--- src/rtl/reg_file_pkg.sv ---
// Shared constants and helpers for the multi-port register file.
// Define REG_FILE_ZERO_REG_EN to hardwire register 0 to zero.
`timescale 1ns/1ps
package reg_file_pkg;

  localparam int DEF_WIDTH = 16;
  localparam int DEF_DEPTH = 8;
  localparam int DEF_NREAD = 2;

`ifdef REG_FILE_ZERO_REG_EN
  localparam bit ZERO_REG_EN = 1'b1;
`else
  localparam bit ZERO_REG_EN = 1'b0;
`endif

  // A DEPTH of 2 still needs one address bit.
  function automatic int addr_width(input int depth);
    return (depth <= 2) ? 1 : $clog2(depth);
  endfunction

endpackage

--- src/rtl/reg_file_mp_if.sv ---
// Write and read bus of the register file: two write ports and NREAD
// combinational read ports packed into flat vectors.
`timescale 1ns/1ps
interface reg_file_mp_if
  import reg_file_pkg::*;
#(
  parameter int WIDTH = DEF_WIDTH,
  parameter int DEPTH = DEF_DEPTH,
  parameter int NREAD = DEF_NREAD
) ();

  localparam int AW = addr_width(DEPTH);

  logic                   wr0;
  logic [AW-1:0]          wr_addr0;
  logic [WIDTH-1:0]       d_in0;
  logic                   wr1;
  logic [AW-1:0]          wr_addr1;
  logic [WIDTH-1:0]       d_in1;
  logic [NREAD*AW-1:0]    rd_addr;
  logic [NREAD*WIDTH-1:0] d_out;
  logic [NREAD-1:0]       d_valid;

  modport master (
    output wr0, wr_addr0, d_in0,
    output wr1, wr_addr1, d_in1,
    output rd_addr,
    input  d_out, d_valid
  );

  modport slave (
    input  wr0, wr_addr0, d_in0,
    input  wr1, wr_addr1, d_in1,
    input  rd_addr,
    output d_out, d_valid
  );

endinterface

--- src/rtl/rf_read_port.sv ---
// One combinational read port: register select, write-through bypass
// (port 1 wins over port 0) and the optional zero register (REG_FILE_ZERO_REG_EN).
`timescale 1ns/1ps
module rf_read_port
  import reg_file_pkg::*;
#(
  parameter int WIDTH = DEF_WIDTH,
  parameter int DEPTH = DEF_DEPTH,
  parameter int AW    = addr_width(DEPTH)
) (
  input  logic                        reset,
  input  logic [AW-1:0]               rd_addr,
  input  logic [DEPTH-1:0][WIDTH-1:0] regs,
  input  logic [DEPTH-1:0]            valid,
  input  logic                        wr0,
  input  logic [AW-1:0]               wr_addr0,
  input  logic [WIDTH-1:0]            d_in0,
  input  logic                        wr1,
  input  logic [AW-1:0]               wr_addr1,
  input  logic [WIDTH-1:0]            d_in1,
  output logic [WIDTH-1:0]            d_out,
  output logic                        d_valid
);

  // Reset forces the port to zero so bypass cannot leak data during reset.
  always_comb begin
    d_out   = '0;
    d_valid = 1'b0;
    if (!reset) begin
      if (ZERO_REG_EN && rd_addr == '0) begin
        d_out   = '0;
        d_valid = 1'b1;
      end else if (wr1 && wr_addr1 == rd_addr) begin
        d_out   = d_in1;
        d_valid = 1'b1;
      end else if (wr0 && wr_addr0 == rd_addr) begin
        d_out   = d_in0;
        d_valid = 1'b1;
      end else begin
        d_out   = regs[rd_addr];
        d_valid = valid[rd_addr];
      end
    end
  end

endmodule

--- src/rtl/reg_file_mp.sv ---
// Register file with two write ports and NREAD bypassed read ports.
// Define REG_FILE_ZERO_REG_EN to make register 0 a constant zero.
`timescale 1ns/1ps
module reg_file_mp
  import reg_file_pkg::*;
#(
  parameter int WIDTH = DEF_WIDTH,
  parameter int DEPTH = DEF_DEPTH,
  parameter int NREAD = DEF_NREAD
) (
  input logic           clk,
  input logic           reset,
  reg_file_mp_if.slave  bus
);

  localparam int AW = addr_width(DEPTH);

  logic [DEPTH-1:0][WIDTH-1:0] regs;
  logic [DEPTH-1:0]            valid;
  logic [WIDTH-1:0]            rd_data [NREAD];
  logic                        rd_vld  [NREAD];

  function automatic logic writable(input logic [AW-1:0] addr);
    return !(ZERO_REG_EN && addr == '0);
  endfunction

  // Port 1 is applied last so it wins a same-address collision.
  always_ff @(posedge clk or posedge reset) begin
    if (reset) begin
      regs  <= '0;
      valid <= '0;
    end else begin
      if (bus.wr0 && writable(bus.wr_addr0)) begin
        regs[bus.wr_addr0]  <= bus.d_in0;
        valid[bus.wr_addr0] <= 1'b1;
      end
      if (bus.wr1 && writable(bus.wr_addr1)) begin
        regs[bus.wr_addr1]  <= bus.d_in1;
        valid[bus.wr_addr1] <= 1'b1;
      end
    end
  end

  for (genvar k = 0; k < NREAD; k++) begin : g_rd
    rf_read_port #(
      .WIDTH (WIDTH),
      .DEPTH (DEPTH),
      .AW    (AW)
    ) u_rd (
      .reset    (reset),
      .rd_addr  (bus.rd_addr[k*AW +: AW]),
      .regs     (regs),
      .valid    (valid),
      .wr0      (bus.wr0),
      .wr_addr0 (bus.wr_addr0),
      .d_in0    (bus.d_in0),
      .wr1      (bus.wr1),
      .wr_addr1 (bus.wr_addr1),
      .d_in1    (bus.d_in1),
      .d_out    (rd_data[k]),
      .d_valid  (rd_vld[k])
    );
  end

  always_comb begin
    bus.d_out   = '0;
    bus.d_valid = '0;
    for (int k = 0; k < NREAD; k++) begin
      bus.d_out[k*WIDTH +: WIDTH] = rd_data[k];
      bus.d_valid[k]              = rd_vld[k];
    end
  end

endmodule

--- src/flat_wrapper.sv ---
// flat-port wrapper written by rule: the top's interface ports become plain ports
module reg_file_mp_flat import reg_file_pkg::*;
#(
  parameter int WIDTH = DEF_WIDTH,
  parameter int DEPTH = DEF_DEPTH,
  parameter int NREAD = DEF_NREAD
)
  (clk, reset, bus_wr0, bus_wr_addr0, bus_d_in0, bus_wr1, bus_wr_addr1, bus_d_in1, bus_rd_addr, bus_d_out, bus_d_valid);
  reg_file_mp_if #(.WIDTH(WIDTH), .DEPTH(DEPTH), .NREAD(NREAD)) bus_i ();
  input logic clk;
  input logic reset;
  input wire logic [$bits(bus_i.wr0)-1:0] bus_wr0;
  input wire logic [$bits(bus_i.wr_addr0)-1:0] bus_wr_addr0;
  input wire logic [$bits(bus_i.d_in0)-1:0] bus_d_in0;
  input wire logic [$bits(bus_i.wr1)-1:0] bus_wr1;
  input wire logic [$bits(bus_i.wr_addr1)-1:0] bus_wr_addr1;
  input wire logic [$bits(bus_i.d_in1)-1:0] bus_d_in1;
  input wire logic [$bits(bus_i.rd_addr)-1:0] bus_rd_addr;
  output wire logic [$bits(bus_i.d_out)-1:0] bus_d_out;
  output wire logic [$bits(bus_i.d_valid)-1:0] bus_d_valid;
  assign bus_i.wr0 = bus_wr0;
  assign bus_i.wr_addr0 = bus_wr_addr0;
  assign bus_i.d_in0 = bus_d_in0;
  assign bus_i.wr1 = bus_wr1;
  assign bus_i.wr_addr1 = bus_wr_addr1;
  assign bus_i.d_in1 = bus_d_in1;
  assign bus_i.rd_addr = bus_rd_addr;
  assign bus_d_out = bus_i.d_out;
  assign bus_d_valid = bus_i.d_valid;
  reg_file_mp #(.WIDTH(WIDTH), .DEPTH(DEPTH), .NREAD(NREAD)) u_core (.clk(clk), .reset(reset), .bus(bus_i));
endmodule
--- config.mk ---
export PLATFORM = sky130hd
export DESIGN_NAME = reg_file_mp_flat
export DESIGN_NICKNAME = d
export VERILOG_FILES = /design/src/rtl/reg_file_pkg.sv /design/src/rtl/reg_file_mp_if.sv /design/src/rtl/rf_read_port.sv /design/src/rtl/reg_file_mp.sv /design/src/flat_wrapper.sv
export SDC_FILE = /design/constraint.sdc
export NUM_CORES = 1
export LEC_CHECK = 0
export BUFFER_PORTS_ARGS = -buffer_cell sky130_fd_sc_hd__buf_2
export CORE_MARGIN = 5
export CORE_UTILIZATION = 50
export CTS_BUF_LIST = sky130_fd_sc_hd__clkbuf_2 sky130_fd_sc_hd__clkbuf_4 sky130_fd_sc_hd__clkbuf_8
export CTS_CLUSTER_DIAMETER = 80
export DETAILED_ROUTE_END_ITERATION = 6
export PLACE_DENSITY = 0.69
export SLEW_MARGIN = 20
export SYNTH_ARGS = -nofsm -noshare
export SYNTH_HDL_FRONTEND = slang
export SYNTH_SLANG_ARGS = --single-unit
export TNS_END_PERCENT = 50
--- constraint.sdc ---
create_clock -name clk -period 6.8 [get_ports clk]
set_input_delay 0.68 -clock clk [delete_from_list [all_inputs] [get_ports clk]]
set_output_delay 0.68 -clock clk [all_outputs]
set_load 0.01 [all_outputs]
==> Yosys cells after proc, flatten, opt, wreduce, memory -nomap -nowiden <==
Index checks and enable logic that the tools add are counted.
{ "word_totals": {"register_bits": 136, "wordCells": 61} }
{ "op_classes": {"order_cmp": 6, "n_eq_ne": 4, "n_mux": 34, "bitwise_logic": 2, "n_reduce_logical": 6} }
{ "op_table": {"columns": ["operator", "n"], "rows": [
  ["bitwise mux 128 bit", 2],
  ["2-to-1 mux 128 bit", 2],
  ["2-to-1 mux 16 bit", 10],
  ["binary-select mux 16 bit (select 3 bit)", 2],
  ["demux 16 bit (select 3 bit)", 2],
  ["< comparator 3 x 4 -> 1 bit, second input constant", 4],
  ["2-to-1 mux 8 bit", 2],
  ["bitwise OR 8 bit", 2],
  ["equality test 3 bit", 4],
  ["2-to-1 mux 1 bit", 10],
  ["binary-select mux 1 bit (select 3 bit)", 2],
  ["demux 1 bit (select 3 bit)", 2],
  [">= comparator 3 x 1 -> 1 bit, second input constant", 2],
  ["logical AND 1 bit", 6]
]} }

==> Logic depth before layout (Yosys ltp) <==
Gate-level depths: netlist of the first run.
{ "depth": {"ltp_word": 8, "mapped_depth": 7, "mapped_depth_nobuf": 4} }

==> Cells and area by module <==
A second synthesis of the first run with hierarchy kept.
{ "hier_totals": {"cells_unflattened": 921, "hier_area_um2": 9760.6} }
{ "by_module_without_submodules": {"columns": ["mod", "n_inst", "cells_per_inst", "area_per_inst_um2", "seq_area_each_um2"], "rows": [
  ["reg_file_mp", 1, 621, 6610.1, 3403.3],
  ["rf_read_port", 2, 150, 1575.3, 0.0]
]} }

==> Least setup slack after synthesis of the first run <==
OpenSTA, ideal clock, no wires.
{ "synth_path": {"path_kind": "input port to output port", "start": "input port reset", "end": "output port bus_d_out[22]", "t_arrival_ns": 5.757, "setup_slack_ns": 0.363, "path_stages": 4, "n_path_buf": 1, "path_cell_list": "inv_1 > clkbuf_1 > o21ai_0 > a31oi_1"} }
{ "synth_between": {"elab_chain_len": 1} }
{ "synth_rtl": {"columns": ["element", "line_no", "source"], "rows": [
  ["start, declared", "flat_wrapper.sv:11", "input logic reset;"],
  ["2-to-1 mux 16 bit", "rf_read_port.sv:29", "if (!reset) begin"],
  ["end, declared", "flat_wrapper.sv:19", "output wire logic [$bits(bus_i.d_out)-1:0] bus_d_out;"]
]} }
No other way between the ends.

==> Final worst setup path of the first run <==
{ "layout_path": {"start": "input port bus_rd_addr[4]", "end": "output port bus_d_out[21]"} }
{ "layout_between": {"elab_chain_len": 5} }
{ "layout_rtl": {"columns": ["element", "line_no", "source"], "rows": [
  ["start, declared", "flat_wrapper.sv:18", "input wire logic [$bits(bus_i.rd_addr)-1:0] bus_rd_addr;"],
  ["binary-select mux 16 bit (select 3 bit) / equality test 3 bit (equally long branches)", "rf_read_port.sv:40, rf_read_port.sv:36", null],
  ["2-to-1 mux 16 bit (implied by the code) / logical AND 1 bit (equally long branches)", "rf_read_port.sv:40, rf_read_port.sv:36", null],
  ["2-to-1 mux 16 bit", "rf_read_port.sv:36", "end else if (wr0 && wr_addr0 == rd_addr) begin"],
  ["2-to-1 mux 16 bit (*)", "rf_read_port.sv:33", "end else if (wr1 && wr_addr1 == rd_addr) begin"],
  ["2-to-1 mux 16 bit (*)", "rf_read_port.sv:29", null]
]} }
Mark *: on every way between the ends. The rest lies on a longest branch, timed or not. The select of a mux whose other input is x is not followed.

==> insert_results.sql, run 1 <==
INSERT INTO impl_metrics (metric_group, metric, value, unit) VALUES
('status', 'run_status', 'finished clean', ''),
('global_route', 'initial_antenna_violation_count', '2', ''),
('setup_path', 'worst-endpoint-arrival', '3.21', 'ns'),
('sta', 'fmaxAchievable', '257', 'MHz'),
('power', 'leakage', '4.41', 'nW'),
('sta', 'drv_slew', '0', ''),
('final_layout', 'commonest_non_fill_non_tap_cells_in_the_layout', 'mux2i_1, dfrtp_1, nand2_1, o21ai_0, buf_2', ''),
('routing', 'vias_per_cell', '6.35', ''),
('clock_network', 'cts-buffers-inserted', '17', ''),
('die', 'start_util', '0.508', ''),
('power', 'pwr-share-comb', '0.275', ''),
('yosys', 'yosys.cell_types.count', '34', ''),
('flow_run', 'maxCapViolations', '0', ''),
('place', 'buffer_ports.inserted', '81', ''),
('setup_path', 'rr_worst_depth', '1', ''),
('die', 'dieWidth', '148', 'µm'),
('yosys', 'postSynth.topFlopCell', 'dfrtp_1', ''),
('die', 'ports_placed_on_the_boundary', '82', ''),
('yosys', 'synth-edff-count', '0', ''),
('yosys', 'async_reset_ff_frac', '1.00', ''),
('final_layout', 'most_frequent_standard_cell_in_the_layout_excluding_fill_and_tap_cells', 'mux2i_1', ''),
('final_layout', 'syn2layout_area_growth', '8.07', '%'),
('routing', 'antenna_left', '0', ''),
('clock_network', 'worstSkewPairLatency', '0.44', 'ns'),
('global_route', 'met2_usage', '0.399', ''),
('place', 'gp_routability_congestion', '0.812', ''),
('routing', 'detail_route.iter0.violations', '770', ''),
('power', 'sw_frac', '0.313', ''),
('final_layout', 'final_net_count', '984', ''),
('yosys', 'netlist_area', '0.00946', 'mm²'),
('clock_network', 'postCtsSetupBuffers', '0', ''),
('clock_network', 'h_tree_levels', '4', ''),
('setup_path', 'timing_worst_setup_path_type', 'input pin to primary output', ''),
('setup_path', 'worst_setup_path_end_kind', 'primary output', ''),
('clock_network', 'root_buffer', 'clkbuf_8', ''),
('sta', 'timing.final.hold_violations', '0', ''),
('yosys', 'post_syn_nets', '978', ''),
('sta', 'finalSetupTns', '0', 'ns'),
('power', 'clockPowerShare', '0.293', ''),
('setup_path', 'rrSetupSlack', '5.92', 'ns'),
('global_route', 'largest_net_degree_at_the_start_of_global_routing', '85', ''),
('sta', 'worst_slew_margin_rel', '0.274', ''),
('yosys', 'syn-mean-instance-area', '10.2', 'µm²'),
('die', 'die_height', '148', 'µm'),
('place', 'hpwl', '16400', 'µm'),
('global_route', 'global_route.usage.met3', '0.0582', ''),
('power', 'power.net_switching', '0.803', 'mW'),
('setup_path', 'timing.rr.start', 'u_core.valid[2]', ''),
('place', 'place_ws', '2.88', 'ns'),
('clock_network', 'postCtsResizedCells', '0', ''),
('setup_path', 'worstSetupStartpointType', 'input pin', ''),
('clock_network', 'clock-sinks', '136', ''),
('global_route', 'global_route.usage.met1', '0.359', ''),
('clock_network', 'cts_max_path_buffers', '2', ''),
('sta', 'final_min_period_over_clock_period', '0.573', ''),
('setup_path', 'regToRegEndpoint', 'u_core.valid[2]', ''),
('setup_path', 'critical_path.startpoint', 'bus_rd_addr[4]', ''),
('sta', 'final-setup-viol-count', '0', ''),
('sta', 'min_period', '3.89', 'ns'),
('global_route', 'grt_pass1_vias', '7230', ''),
('global_route', 'grt_use_total', '0.256', ''),
('routing', 'routedWlPerCell', '23.4', 'µm'),
('global_route', 'grt_first_pass_wirelength', '43000', 'µm'),
('setup_path', 'timing.critical_path.required', '6.12', 'ns'),
('die', 'floorplan.rows', '50', ''),
('clock_network', 'cts_tree', 'done', ''),
('yosys', 'syn_inst', '930', ''),
('power', 'ir_worst_vdd', '0.132', 'mV'),
('routing', 'drc', '0', ''),
('power', 'internal_power_component', '1.77', 'mW'),
('yosys', 'yosysSeqAreaShare', '0.360', '');
metrics by stage:
stage                     instances  instance area, µm²   util  power, mW  hold WS (ns)
after global placement         1150                9760  0.524       1.80         0.469
after floorplan                 930                9460      -       1.63         0.447
after CTS                      1183               10200  0.548       2.58         0.292
after global routing           1183               10200  0.548       2.70         0.312
after detailed placement       1151                9780  0.524       1.83         0.471
final                          1184               10200  0.548       2.57         0.280
worst max path at each step:
stage,cells past startpoint,end
after floorplan,4,bus_d_out[22]
after global placement,7,bus_d_out[25]
after detailed placement,7,bus_d_out[18]
after CTS,7,bus_d_out[22]
after global routing,7,bus_d_out[23]
final,7,bus_d_out[21]
sequential cells by signal, indices dropped and copies added (netlist names):
name,cells
u_core.valid,8
u_core.regs,128
power by group through the flow:
stage	Sequential, mW	Combinational, mW	Clock, mW
3_3_place_gp	1.11	0.685	0
4_1_cts	1.11	0.708	0.764
2_1_floorplan	1.07	0.564	0
6_report	1.11	0.706	0.753
5_1_grt	1.13	0.774	0.796
3_5_place_dp	1.12	0.706	0
per-layer routing:
metal,routed length (µm),share of wire
met1,12000,0.43
met2,13000,0.47
met3,2090,0.076
met4,552,0.020
met5,12,0.00043
Yosys cell counts, types with 3 or more instances:
library cell | number | area share
mux2_2 | 30 | 0.036
nor3_1 | 3 | 0.0016
nand3b_1 | 6 | 0.0048
a21oi_1 | 64 | 0.034
mux2i_1 | 138 | 0.15
xnor2_1 | 12 | 0.011
nor2_1 | 66 | 0.026
or3_1 | 4 | 0.0026
o21ai_1 | 7 | 0.0037
nand2_1 | 128 | 0.051
clkbuf_1 | 60 | 0.024
nand4_1 | 7 | 0.0046
mux4_1 | 26 | 0.072
a31oi_1 | 34 | 0.022
nand4b_1 | 6 | 0.0056
buf_1 | 5 | 0.0020
buf_2 | 26 | 0.014
buf_6 | 9 | 0.011
buf_4 | 15 | 0.012
dfrtp_1 | 136 | 0.36
mux4_2 | 38 | 0.090
o21ai_0 | 89 | 0.047
cell families after synthesis:
logic type      after synthesis  synth area share
compound gates              196             0.109
buf+inv                     120            0.0678
simple gates                234             0.108
flops                       136             0.360
xor+xnor                     12            0.0111
mux                         232             0.344
area by class of cell:
class,instances,area (µm²)
flip-flops and latches,136,3400
inverters,1,8.76
clock inverters,14,196
clock buffers,18,248
diodes,1,2.50
repair buffers,106,613
fillers,1647,8420
well taps,234,293
multi-input cells,674,5460
worst max-delay path, cell delays in order:
cell and delay, ns:
buf_2 0.48, buf_4 0.45, xnor2_1 0.20, and4_1 0.90, nand2_1 0.13, a31oi_1 0.19
buf_2 0.15
(Power assumes the default switching activity.)
==> inputs of run 2 (changes only) <==
==> constraint.sdc (replaced) <==
create_clock -name clk -period 4.1 [get_ports clk]
set_input_delay 0.41 -clock clk [delete_from_list [all_inputs] [get_ports clk]]
set_output_delay 0.41 -clock clk [all_outputs]
set_load 0.01 [all_outputs]
==> insert_results.sql, run 2 (synthesis gave the netlist of run 1 again) <==
INSERT INTO impl_metrics (metric_group, metric, value, unit) VALUES
('status', 'run_status', 'finished clean', ''),
('setup_path', 'critical_path.slowest_cell', 'mux4_1', ''),
('flow_run', 'maxCapViolations', '0', ''),
('global_route', 'initial_antenna_violation_count', '2', ''),
('final_layout', 'syn2layout_area_growth', '8.32', '%'),
('power', 'pwr_density_cell', '411', 'mW/mm²'),
('final_layout', 'finish.utilization', '0.550', ''),
('place', 'place_ws', '1.08', 'ns'),
('power', 'ir_worst_vdd', '0.243', 'mV'),
('sta', 'whs', '0.145', 'ns'),
('sta', 'timing.final.hold_violations', '0', ''),
('clock_network', 'clock-sinks', '136', ''),
('power', 'leakage', '4.43', 'nW'),
('global_route', 'largest_net_degree_at_the_start_of_global_routing', '104', ''),
('setup_path', 'timing.critical_path.required', '3.69', 'ns'),
('power', 'fin_total_pwr', '4.22', 'mW'),
('sta', 'worstMarginPinSlew', '1.02', 'ns'),
('clock_network', 'postCtsSetupBuffers', '0', ''),
('final_layout', 'most_frequent_standard_cell_in_the_layout_excluding_fill_and_tap_cells', 'mux2i_1', ''),
('die', 'die_area', '0.0218', 'mm²'),
('place', 'hpwl', '17000', 'µm'),
('setup_path', 'timing.rr.start', 'u_core.valid[4]', ''),
('final_layout', 'regMostFlops', 'u_core.regs', ''),
('setup_path', 'worstSetupStartpointType', 'input pin', ''),
('final_layout', 'commonest_non_fill_non_tap_cells_in_the_layout', 'mux2i_1, dfrtp_1, nand2_1, o21ai_0, buf_2', ''),
('setup_path', 'worst-endpoint-arrival', '2.62', 'ns'),
('routing', 'total_vias_in_the_final_route', '7683', ''),
('routing', 'detail_route.iter0.violations', '712', ''),
('global_route', 'grt_pass1_vias', '7330', ''),
('die', 'dieWidth', '148', 'µm'),
('die', 'ports_placed_on_the_boundary', '82', ''),
('clock_network', 'cts_tree', 'done', ''),
('routing', 'drt-total-wl', '27600', 'µm'),
('global_route', 'grt_first_pass_wirelength', '43800', 'µm'),
('routing', 'vias_per_cell', '6.45', ''),
('setup_path', 'family_with_the_most_delay_on_the_worst_path', 'buffers and inverters', ''),
('setup_path', 'crit_top_cell', 'buf_2', ''),
('sta', 'post-route-worst-setup-slack', '1.07', 'ns'),
('sta', 'fmaxAchievable', '331', 'MHz'),
('final_layout', 'fillCellCount', '1684', ''),
('die', 'die_height', '148', 'µm'),
('sta', 'final-setup-viol-count', '0', ''),
('setup_path', 'worst_setup_path_end_kind', 'primary output', ''),
('clock_network', 'hold_fix_buffer_count_after_cts', '0', ''),
('setup_path', 'timing_worst_setup_path_type', 'input pin to primary output', ''),
('routing', 'routedWlPerCell', '23.2', 'µm'),
('place', 'buffer_ports.inserted', '81', ''),
('min_path', 'hold_path.class', 'input pin to asynchronous set/reset pin', ''),
('routing', 'drt-pass1-iter-count', '5', ''),
('place', 'gp_routability_congestion', '0.856', ''),
('sta', 'grt_setup_unrepaired', 'no', ''),
('setup_path', 'rrSetupSlack', '3.21', 'ns'),
('clock_network', 'postCtsResizedCells', '0', ''),
('setup_path', 'maximum_fanout_count_along_the_critical_path', '20', ''),
('clock_network', 'root_buffer', 'clkbuf_8', ''),
('setup_path', 'timing.critical_path.cells', 'buf_2, buf_4, mux4_1, mux2_2, nand2_1, a31oi_1, buf_2', ''),
('setup_path', 'worst-path-buf-inv', '3', ''),
('setup_path', 'regToRegEndpoint', 'u_core.valid[4]', ''),
('die', 'floorplan.rows', '50', ''),
('final_layout', 'layout_top_registers', 'u_core.regs: 128 flops, u_core.valid: 8 flops', ''),
('final_layout', 'proportion_of_layout_cells_with_a_drive_suffix_above_1', '0.233', ''),
('sta', 'final_min_period_over_clock_period', '0.738', ''),
('die', 'core_area', '0.0186', 'mm²'),
('sta', 'drv_slew', '0', ''),
('sta', 'finalClockSkew', '0', 'ns'),
('setup_path', 'rr_worst_depth', '1', ''),
('final_layout', 'final_net_count', '991', ''),
('clock_network', 'worstSkewPairLatency', '0.45', 'ns'),
('global_route', 'grt_remaining_overflow', '0', ''),
('clock_network', 'cts-buffers-inserted', '17', ''),
('sta', 'min_period', '3.03', 'ns'),
('routing', 'antenna_left', '0', ''),
('clock_network', 'clk_pin_slew', '0.08', 'ns'),
('final_layout', 'largest_register_ffs', '128', ''),
('global_route', 'grt_use_total', '0.259', ''),
('clock_network', 'cts_max_path_buffers', '2', ''),
('clock_network', 'h_tree_levels', '4', ''),
('die', 'start_util', '0.508', ''),
('setup_path', 'critPathMaxStageDelay', '0.61', 'ns'),
('sta', 'finalSetupTns', '0', 'ns'),
('routing', 'drc', '0', ''),
('sta', 'worst_slew_margin_rel', '0.320', '');
## run 2: through the flow
step           instances  cell area (µm²)
3_3_place_gp        1157             9820
4_1_cts             1189            10200
6_report            1191            10200
3_5_place_dp        1157             9820
2_1_floorplan        930             9460
5_1_grt             1191            10200
## run 2: report_power, final
group | switching (mW) | total (mW) | leakage (nW) | internal (mW)
registers | 0.228 | 1.85 | 1.58 | 1.62
clock network | 0.537 | 1.20 | 0.214 | 0.665
logic | 0.538 | 1.16 | 2.64 | 0.626
## run 2: area by class of cell
class / count / area [µm²] / area share
antenna: 1 / 2.50 / 0.000244
clock buffer: 24 / 299 / 0.0292
clock inverter: 8 / 120 / 0.0117
inverter: 1 / 8.76 / 0.000855
multi-input combinational: 674 / 5460 / 0.533
sequential: 136 / 3400 / 0.332
tap: 234 / 293 / 0.0286
timing repair buffer: 113 / 662 / 0.0646
## run 2: worst max path at each step
stage	startpoint	end	slack [ns]	cells after the start
2_1_floorplan	reset	bus_d_out[22]	0.61	4
3_3_place_gp	bus_rd_addr[4]	bus_d_out[26]	1.14	7
3_5_place_dp	bus_rd_addr[4]	bus_d_out[24]	1.08	7
4_1_cts	bus_rd_addr[4]	bus_d_out[24]	1.08	7
5_1_grt	bus_rd_addr[4]	bus_d_out[28]	1.01	7
6_report	bus_rd_addr[4]	bus_d_out[24]	1.07	7
## run 2: per-layer routing
metal  vias up  track usage  wire length [µm]  part of all wire
li1       3419            -                 -                 -
met1      3811        0.379             11900              0.43
met2       392        0.388             12700              0.46
met3        59       0.0543              2350             0.085
met4         2       0.0834               704             0.025
met5         -            0                14           0.00051
